### src/rtl/board_input_debounce_pkg.sv
`default_nettype none
// ============================================================================
// Module   : board_input_debounce_pkg
// Brief    : Shared constants for the board input conditioning stage:
//            button bit positions and the default debounce interval.
// Revision : 1.0 - initial release
// ============================================================================
package board_input_debounce_pkg;

  // Bit positions inside btn_raw / btn, ordered {s, l, r, u, d} MSB..LSB
  localparam int BTN_IDX_D = 0;
  localparam int BTN_IDX_U = 1;
  localparam int BTN_IDX_R = 2;
  localparam int BTN_IDX_L = 3;
  localparam int BTN_IDX_S = 4;

  localparam int BOARD_CLK_HZ = 100_000_000;
  localparam int DEBOUNCE_MS  = 10;

  function automatic int cycles_for_ms(input int clk_hz, input int ms);
    return (clk_hz / 1000) * ms;
  endfunction

  localparam int DEFAULT_DEBOUNCE_CYCLES = cycles_for_ms(BOARD_CLK_HZ, DEBOUNCE_MS);

endpackage : board_input_debounce_pkg
`default_nettype wire

### src/rtl/board_input_debounce_bit.sv
`default_nettype none
// ============================================================================
// Module   : board_input_debounce_bit
// Brief    : One raw pin: two-flop synchroniser, stability counter, accepted
//            level and registered one-cycle rise/fall strobes.
// Revision : 1.0 - initial release
// ============================================================================
module board_input_debounce_bit #(
  parameter int DEBOUNCE_CYCLES = 8,
  parameter int CNT_BITS        = $clog2(DEBOUNCE_CYCLES + 1)
) (
  input  logic clk,
  input  logic rst_n,
  input  logic i_raw,
  output logic o_level,
  output logic o_rise,
  output logic o_fall
);

  localparam logic [CNT_BITS-1:0] c_cnt_max = CNT_BITS'(DEBOUNCE_CYCLES - 1);

  logic                r_meta;
  logic                r_sync;
  logic                r_stable;
  logic [CNT_BITS-1:0] r_cnt;
  logic                r_rise;
  logic                r_fall;

  always_ff @(posedge clk or negedge rst_n) begin
    if (!rst_n) begin
      r_meta   <= 1'b0;
      r_sync   <= 1'b0;
      r_stable <= 1'b0;
      r_cnt    <= '0;
      r_rise   <= 1'b0;
      r_fall   <= 1'b0;
    end else begin
      r_meta <= i_raw;
      r_sync <= r_meta;
      r_rise <= 1'b0;
      r_fall <= 1'b0;
      // Any return to the accepted level restarts the stability window
      if (r_sync == r_stable) begin
        r_cnt <= '0;
      end else if (r_cnt == c_cnt_max) begin
        r_stable <= r_sync;
        r_cnt    <= '0;
        r_rise   <= r_sync;
        r_fall   <= ~r_sync;
      end else begin
        r_cnt <= r_cnt + 1'b1;
      end
    end
  end

  assign o_level = r_stable;
  assign o_rise  = r_rise;
  assign o_fall  = r_fall;

endmodule : board_input_debounce_bit
`default_nettype wire

### src/rtl/board_input_debounce.sv
`default_nettype none
// ============================================================================
// Module   : board_input_debounce
// Brief    : Synchronises and debounces switch/button pins, producing clean
//            levels plus edge strobes and a combined change interrupt.
//            Optional button auto-repeat: BOARD_BTN_AUTOREPEAT_EN.
// Revision : 1.0 - initial release
// ============================================================================
module board_input_debounce
  import board_input_debounce_pkg::*;
#(
  parameter int SW_WIDTH        = 8,
  parameter int BTN_WIDTH       = 5,
  parameter int DEBOUNCE_CYCLES = DEFAULT_DEBOUNCE_CYCLES,
  parameter int CNT_BITS        = $clog2(DEBOUNCE_CYCLES + 1)
`ifdef BOARD_BTN_AUTOREPEAT_EN
  ,
  parameter int REPEAT_DELAY    = 50_000_000,
  parameter int REPEAT_PERIOD   = 10_000_000
`endif
) (
  input  logic                 clk,
  input  logic                 rst_n,
  input  logic [SW_WIDTH-1:0]  switch_raw,
  input  logic [BTN_WIDTH-1:0] btn_raw,
  output logic [SW_WIDTH-1:0]  switch,
  output logic [BTN_WIDTH-1:0] btn,
  output logic [BTN_WIDTH-1:0] btn_press,
  output logic [BTN_WIDTH-1:0] btn_release,
  output logic [SW_WIDTH-1:0]  sw_change,
  output logic                 change
);

  logic [SW_WIDTH-1:0]  w_sw_lvl;
  logic [SW_WIDTH-1:0]  w_sw_rise;
  logic [SW_WIDTH-1:0]  w_sw_fall;
  logic [BTN_WIDTH-1:0] w_btn_lvl;
  logic [BTN_WIDTH-1:0] w_btn_rise;
  logic [BTN_WIDTH-1:0] w_btn_fall;
  logic [BTN_WIDTH-1:0] w_btn_press;

  for (genvar i = 0; i < SW_WIDTH; i++) begin : g_sw
    board_input_debounce_bit #(
      .DEBOUNCE_CYCLES (DEBOUNCE_CYCLES),
      .CNT_BITS        (CNT_BITS)
    ) u_debounce_bit (
      .clk     (clk),
      .rst_n   (rst_n),
      .i_raw   (switch_raw[i]),
      .o_level (w_sw_lvl[i]),
      .o_rise  (w_sw_rise[i]),
      .o_fall  (w_sw_fall[i])
    );
  end : g_sw

  for (genvar j = 0; j < BTN_WIDTH; j++) begin : g_btn
    board_input_debounce_bit #(
      .DEBOUNCE_CYCLES (DEBOUNCE_CYCLES),
      .CNT_BITS        (CNT_BITS)
    ) u_debounce_bit (
      .clk     (clk),
      .rst_n   (rst_n),
      .i_raw   (btn_raw[j]),
      .o_level (w_btn_lvl[j]),
      .o_rise  (w_btn_rise[j]),
      .o_fall  (w_btn_fall[j])
    );
  end : g_btn

`ifdef BOARD_BTN_AUTOREPEAT_EN
  localparam int c_hold_span = (REPEAT_DELAY > REPEAT_PERIOD) ? REPEAT_DELAY : REPEAT_PERIOD;
  localparam int c_hold_bits = $clog2(c_hold_span + 1);
  localparam logic [c_hold_bits-1:0] c_delay_m1  = c_hold_bits'(REPEAT_DELAY - 1);
  localparam logic [c_hold_bits-1:0] c_period_m1 = c_hold_bits'(REPEAT_PERIOD - 1);

  logic [BTN_WIDTH-1:0] w_rep;

  for (genvar j = 0; j < BTN_WIDTH; j++) begin : g_rep
    logic [c_hold_bits-1:0] r_hold;
    logic                   r_phase;
    logic                   r_rep;
    logic [c_hold_bits-1:0] w_thr;

    // First repeat waits the long delay, later ones the short period
    assign w_thr = r_phase ? c_period_m1 : c_delay_m1;

    always_ff @(posedge clk or negedge rst_n) begin
      if (!rst_n) begin
        r_hold  <= '0;
        r_phase <= 1'b0;
        r_rep   <= 1'b0;
      end else if (!w_btn_lvl[j]) begin
        r_hold  <= '0;
        r_phase <= 1'b0;
        r_rep   <= 1'b0;
      end else if (r_hold == w_thr) begin
        r_hold  <= '0;
        r_phase <= 1'b1;
        r_rep   <= 1'b1;
      end else begin
        r_hold  <= r_hold + 1'b1;
        r_rep   <= 1'b0;
      end
    end

    assign w_rep[j] = r_rep;
  end : g_rep

  // Masking with the level drops a repeat that lands on the release edge
  assign w_btn_press = w_btn_rise | (w_rep & w_btn_lvl);
`else
  assign w_btn_press = w_btn_rise;
`endif

  assign switch      = w_sw_lvl;
  assign btn         = w_btn_lvl;
  assign btn_press   = w_btn_press;
  assign btn_release = w_btn_fall;
  assign sw_change   = w_sw_rise | w_sw_fall;
  assign change      = |{w_btn_press, w_btn_fall, w_sw_rise, w_sw_fall};

endmodule : board_input_debounce
`default_nettype wire

### config.mk
export PLATFORM = sky130hd
export DESIGN_NAME = board_input_debounce
export DESIGN_NICKNAME = d
export VERILOG_FILES = /design/src/rtl/board_input_debounce_pkg.sv /design/src/rtl/board_input_debounce_bit.sv /design/src/rtl/board_input_debounce.sv
export SDC_FILE = /design/constraint.sdc
export NUM_CORES = 1
export LEC_CHECK = 0
export BUFFER_PORTS_ARGS = -buffer_cell sky130_fd_sc_hd__buf_2
export CAP_MARGIN = 25
export CORE_ASPECT_RATIO = 1.75
export CORE_MARGIN = 5
export CORE_UTILIZATION = 60
export CTS_CLUSTER_SIZE = 20
export DETAILED_ROUTE_END_ITERATION = 10
export PLACE_DENSITY_LB_ADDON = 0.15
export SYNTH_ARGS = -nofsm -noshare
export SYNTH_HDL_FRONTEND = slang
export SYNTH_SLANG_ARGS = --single-unit
export TNS_END_PERCENT = 100
### constraint.sdc
create_clock -name clk -period 6.29 [get_ports clk]
set_clock_uncertainty 0.1 [all_clocks]
set_input_delay 0.629 -clock clk [delete_from_list [all_inputs] [get_ports clk]]
set_output_delay 0.629 -clock clk [all_outputs]
set_load 0.005 [all_outputs]
# Word-level counts from Yosys, hierarchy flattened
# Cells that the tools add are included.
# Widths: inputs -> output; s select.
[totals] output_inout_bits=32 in_bits=15 register_bits=325
[op_classes] eq_ne=26 addsub=13 n_bitwise=27 reduce_logical=14 muxes=78
[op_table] op="$mux 20" n=26
[op_table] op="$add 20x1->20 const B" n=13
[op_table] op="$eq 20x20->1 const B" n=13
[op_table] op="$mux 1" n=52
[op_table] op="$not 1->1" n=26
[op_table] op="$reduce_and 2->1" n=13
[op_table] op="$reduce_or 26->1" n=1
[op_table] op="$eq 1x1->1" n=13
[op_table] op="$or 8x8->8" n=1

# Depth between registers and ports, before layout
# Gate-level depths: netlist of run 1.
[depth] word_depth=3 depth_mapped=7

# Cells and area by module
# A second synthesis of run 1 with hierarchy kept.
[unflattened] cells_unflattened=1523 area_unflattened_um2=15352.2
[modules_own_cells] mod="board_input_debounce_bit" area_per_inst_um2=1173.6 n_inst=13 cells_per_inst=116
[modules_own_cells] mod="board_input_debounce" area_per_inst_um2=95.1 n_inst=1 cells_per_inst=15

# Least setup slack after synthesis of run 1
# No wires, ideal clock.
[synth_path] kind="register to output" start="register g_sw[6].u_debounce_bit.r_rise" end="output port change" path_stages_with_launch=4 required_ps=5561 n_path_buf=0 slack_ps=3945 arrival_ps=1616 cell_sequence="dfrtp_1 or2_2 or4_1 or4_1"
[synth_via] elab_chain_cells=1
[synth_rtl] element="from (decl)" line_no="board_input_debounce_bit.sv:26" rtl="logic r_rise;"
[synth_rtl] element="from (signal assigned)" line_no="board_input_debounce_bit.sv:48" rtl="r_rise <= r_sync;"
[synth_rtl] element="$reduce_or 26->1" line_no="board_input_debounce.sv:120" rtl="assign change = |{w_btn_press, w_btn_fall, w_sw_rise, w_sw_fall};"
[synth_rtl] element="to (decl)" line_no="board_input_debounce.sv:31" rtl="output logic change"
# Every way passes these cells.

# Worst setup path in the final report of run 1
# Ends and elaborated chain as after synthesis.

==> results of run 1 <==
-- cells in the mapped netlist, types with 2 or more instances --
cell	count	area, um^2
nor3_1	46	230
o31ai_2	9	113
nand4_1	67	419
o31ai_1	11	82.6
a21oi_1	54	270
or2_2	13	81.3
nor4b_1	6	52.6
or3_1	40	250
and3_1	31	194
xor2_1	70	613
a21o_1	2	15.0
dfrtp_1	325	8130
o21ai_0	33	165
mux2i_1	3	30.0
mux2_2	13	146
o21ai_1	2	10.0
or4b_1	3	30.0
nor4_1	56	350
or4b_2	2	20.0
or3_2	3	22.5
clkbuf_1	19	71.3
inv_1	40	150
o221ai_1	3	26.3
nor2_1	215	807
nand3_1	100	500
or4_1	23	173
a31o_2	4	35.0
buf_2	6	30.0
ha_1	13	163
nand4bb_1	2	22.5
and4_1	17	149
nand3b_1	2	15.0
nand4b_1	14	123
and2_1	12	75.1
nand2_1	69	259
buf_4	25	188
nor4bb_1	5	50.1
nor3b_1	26	195
xnor2_1	120	1050
a41o_1	2	20.0
-- what timing repair did --
action | 4_1_cts | 5_1_grt
setup endpoints to repair | 0 | 0
endpoints found under the hold margin | 79 | 0
setup buffers | 0 | 0
hold buffers | 1 | 0
-- logic make-up (layout without fill, tap and decap cells) --
kind of cell               after synthesis  after routing  synth area share, %
xor gates and xnor gates               190            190                 10.8
DFF                                    325            325                 52.7
and+or+nand+nor                        759            759                 26.5
AOI/OAI and AO/OA                      123            123                 5.03
adders and majority gates               13             13                 1.05
buffers and inverters                   90            156                 2.85
muxes                                   16             16                 1.14
-- metrics by stage --
| stage | instance area (um^2) | setup slack (ns) | power (uW) |
|---|---|---|---|
| global placement | 15900 | 3.72 | 2310 |
| detailed placement | 15900 | 3.71 | 2310 |
| finish | 16900 | 3.12 | 4120 |
| global route | 16900 | 3.06 | 4280 |
| CTS | 16900 | 3.09 | 4170 |
| floorplan | 15400 | 3.94 | 2240 |
-- sequential cells by signal (all words and copies together), names as in the netlist, 8 cells and up --
name / flops
g_btn.u_debounce_bit.r_cnt: 100
g_sw.u_debounce_bit.o_fall: 8
g_sw.u_debounce_bit.o_level: 8
g_sw.u_debounce_bit.o_rise: 8
g_sw.u_debounce_bit.r_cnt: 160
g_sw.u_debounce_bit.r_meta: 8
g_sw.u_debounce_bit.r_sync: 8
-- power groups by stage --
| stage | logic (uW) | clock network [uW] | registers, uW |
|---|---|---|---|
| finish | 124 | 1850 | 2150 |
| global route | 144 | 1980 | 2150 |
| CTS | 126 | 1900 | 2150 |
| detailed placement | 125 | 0 | 2190 |
| global placement | 121 | 0 | 2190 |
| floorplan | 57.5 | 0 | 2180 |
-- worst paths after layout --
| kind | from | end | slack, ns | cells past startpoint |
|---|---|---|---|---|
| max | g_sw[6].u_debounce_bit.o_rise | change | 3.12 | 4 |
| min | switch_raw[4] | g_sw[4].u_debounce_bit.r_meta | 0.07 | 1 |
| max reg2reg | g_sw[7].u_debounce_bit.r_cnt[0] | g_sw[7].u_debounce_bit.r_cnt[8] | 3.90 | 6 |
| min reg2reg | g_sw[4].u_debounce_bit.r_meta | g_sw[4].u_debounce_bit.r_sync | 0.25 | 0 |
| max in group asynchronous | rst_n | g_sw[1].u_debounce_bit.r_cnt[7] | 4.23 | 3 |
| min in group asynchronous | rst_n | g_sw[6].u_debounce_bit.r_cnt[8] | 0.55 | 2 |
-- worst max-delay path: cells and delay by family (launching register included) --
kind | cells | cell delay [ns]
buffers and inverters | 1 | 0.16
flip-flops | 1 | 0.35
AND/OR/NAND/NOR | 3 | 1.37
-- cell type report --
class / instances / area, um^2 / share of cell area [%]
repair buffers: 61 / 395 / 2.34
well taps: 316 / 395 / 2.34
flip-flops and latches: 325 / 8130 / 48.0
clock buffers: 45 / 868 / 5.13
clock inverters: 10 / 128 / 0.754
multi-input cells: 1101 / 6860 / 40.5
inverters: 40 / 150 / 0.887
-- metal layers --
layer	vias up	track usage (%)	share of wire (%)
met1	5537	24.4	41
li1	5461	-	-
met5	-	0	0
met4	0	6.78	2.5
met2	146	39.2	54
met3	51	2.54	2.7
-- cells in the final DEF (no fill, tap or decap), types with 3 or more instances in the layout --
| master | count |
|---|---|
| dfrtp_1 | 325 |
| nor2_1 | 215 |
| xnor2_1 | 120 |
| nand3_1 | 100 |
| xor2_1 | 70 |
| nand2_1 | 69 |
| nand4_1 | 67 |
| nor4_1 | 56 |
| a21oi_1 | 54 |
| nor3_1 | 46 |
| buf_2 | 45 |
| or3_1 | 40 |
| inv_1 | 40 |
| o21ai_0 | 33 |
| and3_1 | 31 |
| clkbuf_16 | 31 |
| nor3b_1 | 26 |
| or4_1 | 23 |
| and4_1 | 17 |
| nand4b_1 | 14 |
| or2_2 | 13 |
| mux2_2 | 13 |
| ha_1 | 13 |
| and2_1 | 12 |
| o31ai_1 | 11 |
| clkbuf_1 | 10 |
| buf_4 | 10 |
| o31ai_2 | 9 |
| nor4b_1 | 6 |
| clkinv_2 | 6 |
| nor4bb_1 | 5 |
| a31o_2 | 4 |
| clkbuf_8 | 4 |
| mux2i_1 | 3 |
| or4b_1 | 3 |
| o221ai_1 | 3 |
| or3_2 | 3 |
| bufinv_16 | 3 |
==> impl_metrics.tcl, run 1 <==
set metrics [dict create \
    portBuffers 46 \
    max_freq_mhz 316 \
    routed_wl_um 30400 \
    wire_per_inst_um 16.0 \
    p_per_area_mw_per_mm2 244 \
    io_pins 47 \
    overflow 0 \
    cpMostUsedCell "or4_1" \
    antenna_left 0 \
    ys.flop_type "dfrtp_1" \
    drc 0 \
    tns_ns 0 \
    dr.pass1.iters 5 \
    cap_viol_max_count 0 \
    synth.distinct_cells 50 \
    clkLatencyLatePin_ns 0.56 \
    seqPwrFrac_pct 52.2 \
    slowest_stage "or4_1" \
    layout-drive-gt1-share_pct 9.61 \
    core_area_mm2 0.0253 \
    clock-sinks 325 \
    ctsResizeCount 0 \
    arrival_ns 2.44 \
    syn2layout_area_growth_pct 9.70 \
    synthArstFlopShare_pct 100 \
    final_nets 1587 \
    switching_power_uw 894 \
    dpl.hpwl_um 21100 \
    period_minus_slack_ns 3.17 \
    cts_max_level 1 \
    grt_usage_pct 20.9 \
    synthCells 1516 \
    syn_area_mm2 0.0154 \
    clk_pin_slew_ns 0.06 \
    holdWs_ns 0.0738 \
    pwr-share-clk_pct 44.8 \
    start_kind "flip-flop" \
    hold_class "in -> reg" \
    cts_tree "built" \
    p_int_uw 3230 \
    cts_root_buf "clkbuf_16" \
    final_util_pct 66.8 \
    start_util_pct 60.9 \
    vias 11195 \
    yosysSeqAreaShare_pct 52.7 \
    antenna_found_initial 0 \
    fill_cells 1971 \
    via_per_inst 5.90 \
    grt_pass1_wl_um 52800 \
    drv_slew 0 \
    place_congestion 0.851 \
    fin_crit_sh_pct 50.3 \
    finalSetupViolations 0 \
    path_class "reg -> out" \
    tightest_slew_ns 0.891 \
    required_ns 5.56 \
    drt_iter0_markers 484 \
    cts_buffer_depth 3 \
    placed_cells 1841 \
    outcome "completed" \
    rsz0062_at_grt "false" \
    numCtsBuffers 30 \
    netSwitchingFraction_pct 21.7 \
    ys_warn_count 0 \
    die_w_um 131 \
    antennaDiodeCount 0 \
    synth_nets 1544 \
    slowest_delay_ns 0.54 \
    dieArea_mm2 0.0292 \
    pwr-share-comb_pct 3.0 \
    cp-end-kind "output port" \
    peakVddDrop_uv 207 \
    slew_headroom_pct 40.6 \
    grt_pass1_vias 11384 \
    grt_max_degree 168 \
    synth_edf_count 0 \
    crit_chain "or2_2 > or4_1 > or4_1 > buf_2" \
    avgSynthCellArea_um2 10.2 \
    p_leak_uw 0.00692 \
    finalHoldViolations 0 \
    rows 77 \
    synth_seq_cells 325 \
    instances_no_fill 1898 \
    die_h_um 222 \
    worst-path-max-fanout 2 \
]
(Power assumes the default switching activity.)
==> run 2: changes to the inputs <==
==> constraint.sdc (replaced) <==
create_clock -name clk -period 3.1 [get_ports clk]
set_clock_uncertainty 0.1 [all_clocks]
set_input_delay 0.31 -clock clk [delete_from_list [all_inputs] [get_ports clk]]
set_output_delay 0.31 -clock clk [all_outputs]
set_load 0.005 [all_outputs]
==> impl_metrics.tcl, run 2 (synthesis results as in run 1) <==
set metrics [dict create \
    routed_wl_um 30500 \
    via_per_inst 5.90 \
    portBuffers 46 \
    cts_setup_buffers 0 \
    hold_class "in -> async" \
    vias 11308 \
    path_class "reg -> out" \
    tns_ns 0 \
    worst-path-max-fanout 2 \
    p_leak_uw 0.00701 \
    slew_headroom_pct 46.1 \
    p_per_area_mw_per_mm2 494 \
    max_freq_mhz 354 \
    io_pins 47 \
    final_cell_mix "dfrtp_1, nor2_1, xnor2_1" \
    clk_pin_slew_ns 0.07 \
    r2r_cells 6 \
    grt_pass1_vias 11559 \
    cap_viol_max_count 0 \
    seq_area_mm2 0.00813 \
    placed_cells 1849 \
    core_area_mm2 0.0253 \
    antennaDiodeCount 0 \
    layout-drive-gt1-share_pct 10.1 \
    max_flop_register "g_sw.u_debounce_bit.r_cnt" \
    largest_register_ffs 160 \
    design_area_mm2 0.0171 \
    final_nets 1607 \
    instances_no_fill 1917 \
    arrival_ns 2.41 \
    start_kind "flip-flop" \
    slowest_stage "or4_1" \
    final_common_cell "dfrtp_1" \
    crit_family "simple AND/OR/NAND/NOR gates" \
    rsz0062_at_grt "false" \
    clock-sinks 325 \
    tightest_slew_ns 0.809 \
    slowest_delay_ns 0.53 \
    cts_tree "built" \
    cts_max_level 1 \
    crit_chain "or2_2 > or4_1 > or4_1 > buf_2" \
    grt_usage_pct 21.1 \
    ctsResizeCount 0 \
    overflow 0 \
    dr.pass1.iters 5 \
    grt_max_degree 85 \
    cts_buffer_depth 3 \
    clkLatencyLatePin_ns 0.56 \
    drv_slew 0 \
    cp-end-kind "output port" \
    wire_per_inst_um 15.9 \
    period_minus_slack_ns 2.82 \
    reg_top3 "g_sw.u_debounce_bit.r_cnt: 160 flops, g_btn.u_debounce_bit.r_cnt: 100 flops" \
    die_w_um 131 \
    cpMostUsedCell "or4_1" \
    drc 0 \
    path_depth 4 \
    antenna_left 0 \
    numCtsBuffers 30 \
    multi_input_area_mm2 0.00686 \
    required_ns 2.69 \
    peakVddDrop_uv 478 \
    outcome "completed" \
    antenna_found_initial 0 \
    finalHoldViolations 0 \
    start_util_pct 60.9 \
    syn2layout_area_growth_pct 11.0 \
    drt_iter0_markers 551 \
    cp_num_buf_inv 1 \
    fill_cells 2009 \
    finalSetupViolations 0 \
    dpl.hpwl_um 21300 \
    final_util_pct 67.6 \
    place_congestion 0.835 \
    die_h_um 222 \
    grt_pass1_wl_um 53400 \
    placed_area_mm2 0.0160 \
    fin_crit_sh_pct 91.1 \
    dieArea_mm2 0.0292 \
    cts_root_buf "clkbuf_16" \
    rows 77 \
]
## run 2: area by class of cell
cell class / instances / share of cell area (%)
Inverter: 40 / 0.876
Sequential cell: 325 / 47.5
Tap cell: 316 / 2.31
Clock inverter: 13 / 1.02
Timing Repair Buffer: 81 / 3.29
Multi-Input combinational cell: 1101 / 40.1
Clock buffer: 41 / 4.98
## run 2: per-layer routing
layer | up-vias | share of wire (%) | global-route usage, %
met4 | 0 | 3.1 | 8.05
met5 | - | 0 | 0
li1 | 5509 | - | -
met3 | 62 | 2.7 | 2.49
met1 | 5558 | 40 | 24.8
met2 | 179 | 54 | 39.1
## run 2: final timing paths
check,start,endpoint,slack [ns]
hold / removal,rst_n,g_sw[6].u_debounce_bit.r_cnt[18],0.24
setup / recovery,g_sw[6].u_debounce_bit.o_rise,change,0.28
min in group clk,g_sw[0].u_debounce_bit.r_meta,g_sw[0].u_debounce_bit.r_sync,0.25
max in group asynchronous,rst_n,g_sw[0].u_debounce_bit.r_cnt[8],1.75
setup reg to reg,g_sw[4].u_debounce_bit.r_cnt[0],g_sw[4].u_debounce_bit.r_cnt[9],0.61
hold reg to reg,g_sw[0].u_debounce_bit.r_meta,g_sw[0].u_debounce_bit.r_sync,0.25
## run 2: power breakdown
part	internal, uW	leakage [uW]	switching, uW
Clock	2250	0.000503	1580
Sequential	4300	0.00445	65.8
Combinational	90.8	0.00206	179
Total	6640	0.00701	1820
## run 2: timing repair
| item | CTS | global route |
|---|---|---|
| hold endpoints to repair | 91 | 0 |
| hold buffers | 14 | 0 |
| endpoints found under the setup margin | 0 | 0 |
## run 2: through the flow
stage / setup slack (ns) / total power, uW / hold slack [ns]
4_1_cts: 0.242 / 8560 / 0.246
3_3_place_gp: 0.712 / 4700 / 0.234
6_report: 0.275 / 8470 / 0.239
2_1_floorplan: 0.962 / 4540 / -0.0856
5_1_grt: 0.195 / 8770 / 0.261
3_5_place_dp: 0.672 / 4710 / 0.237
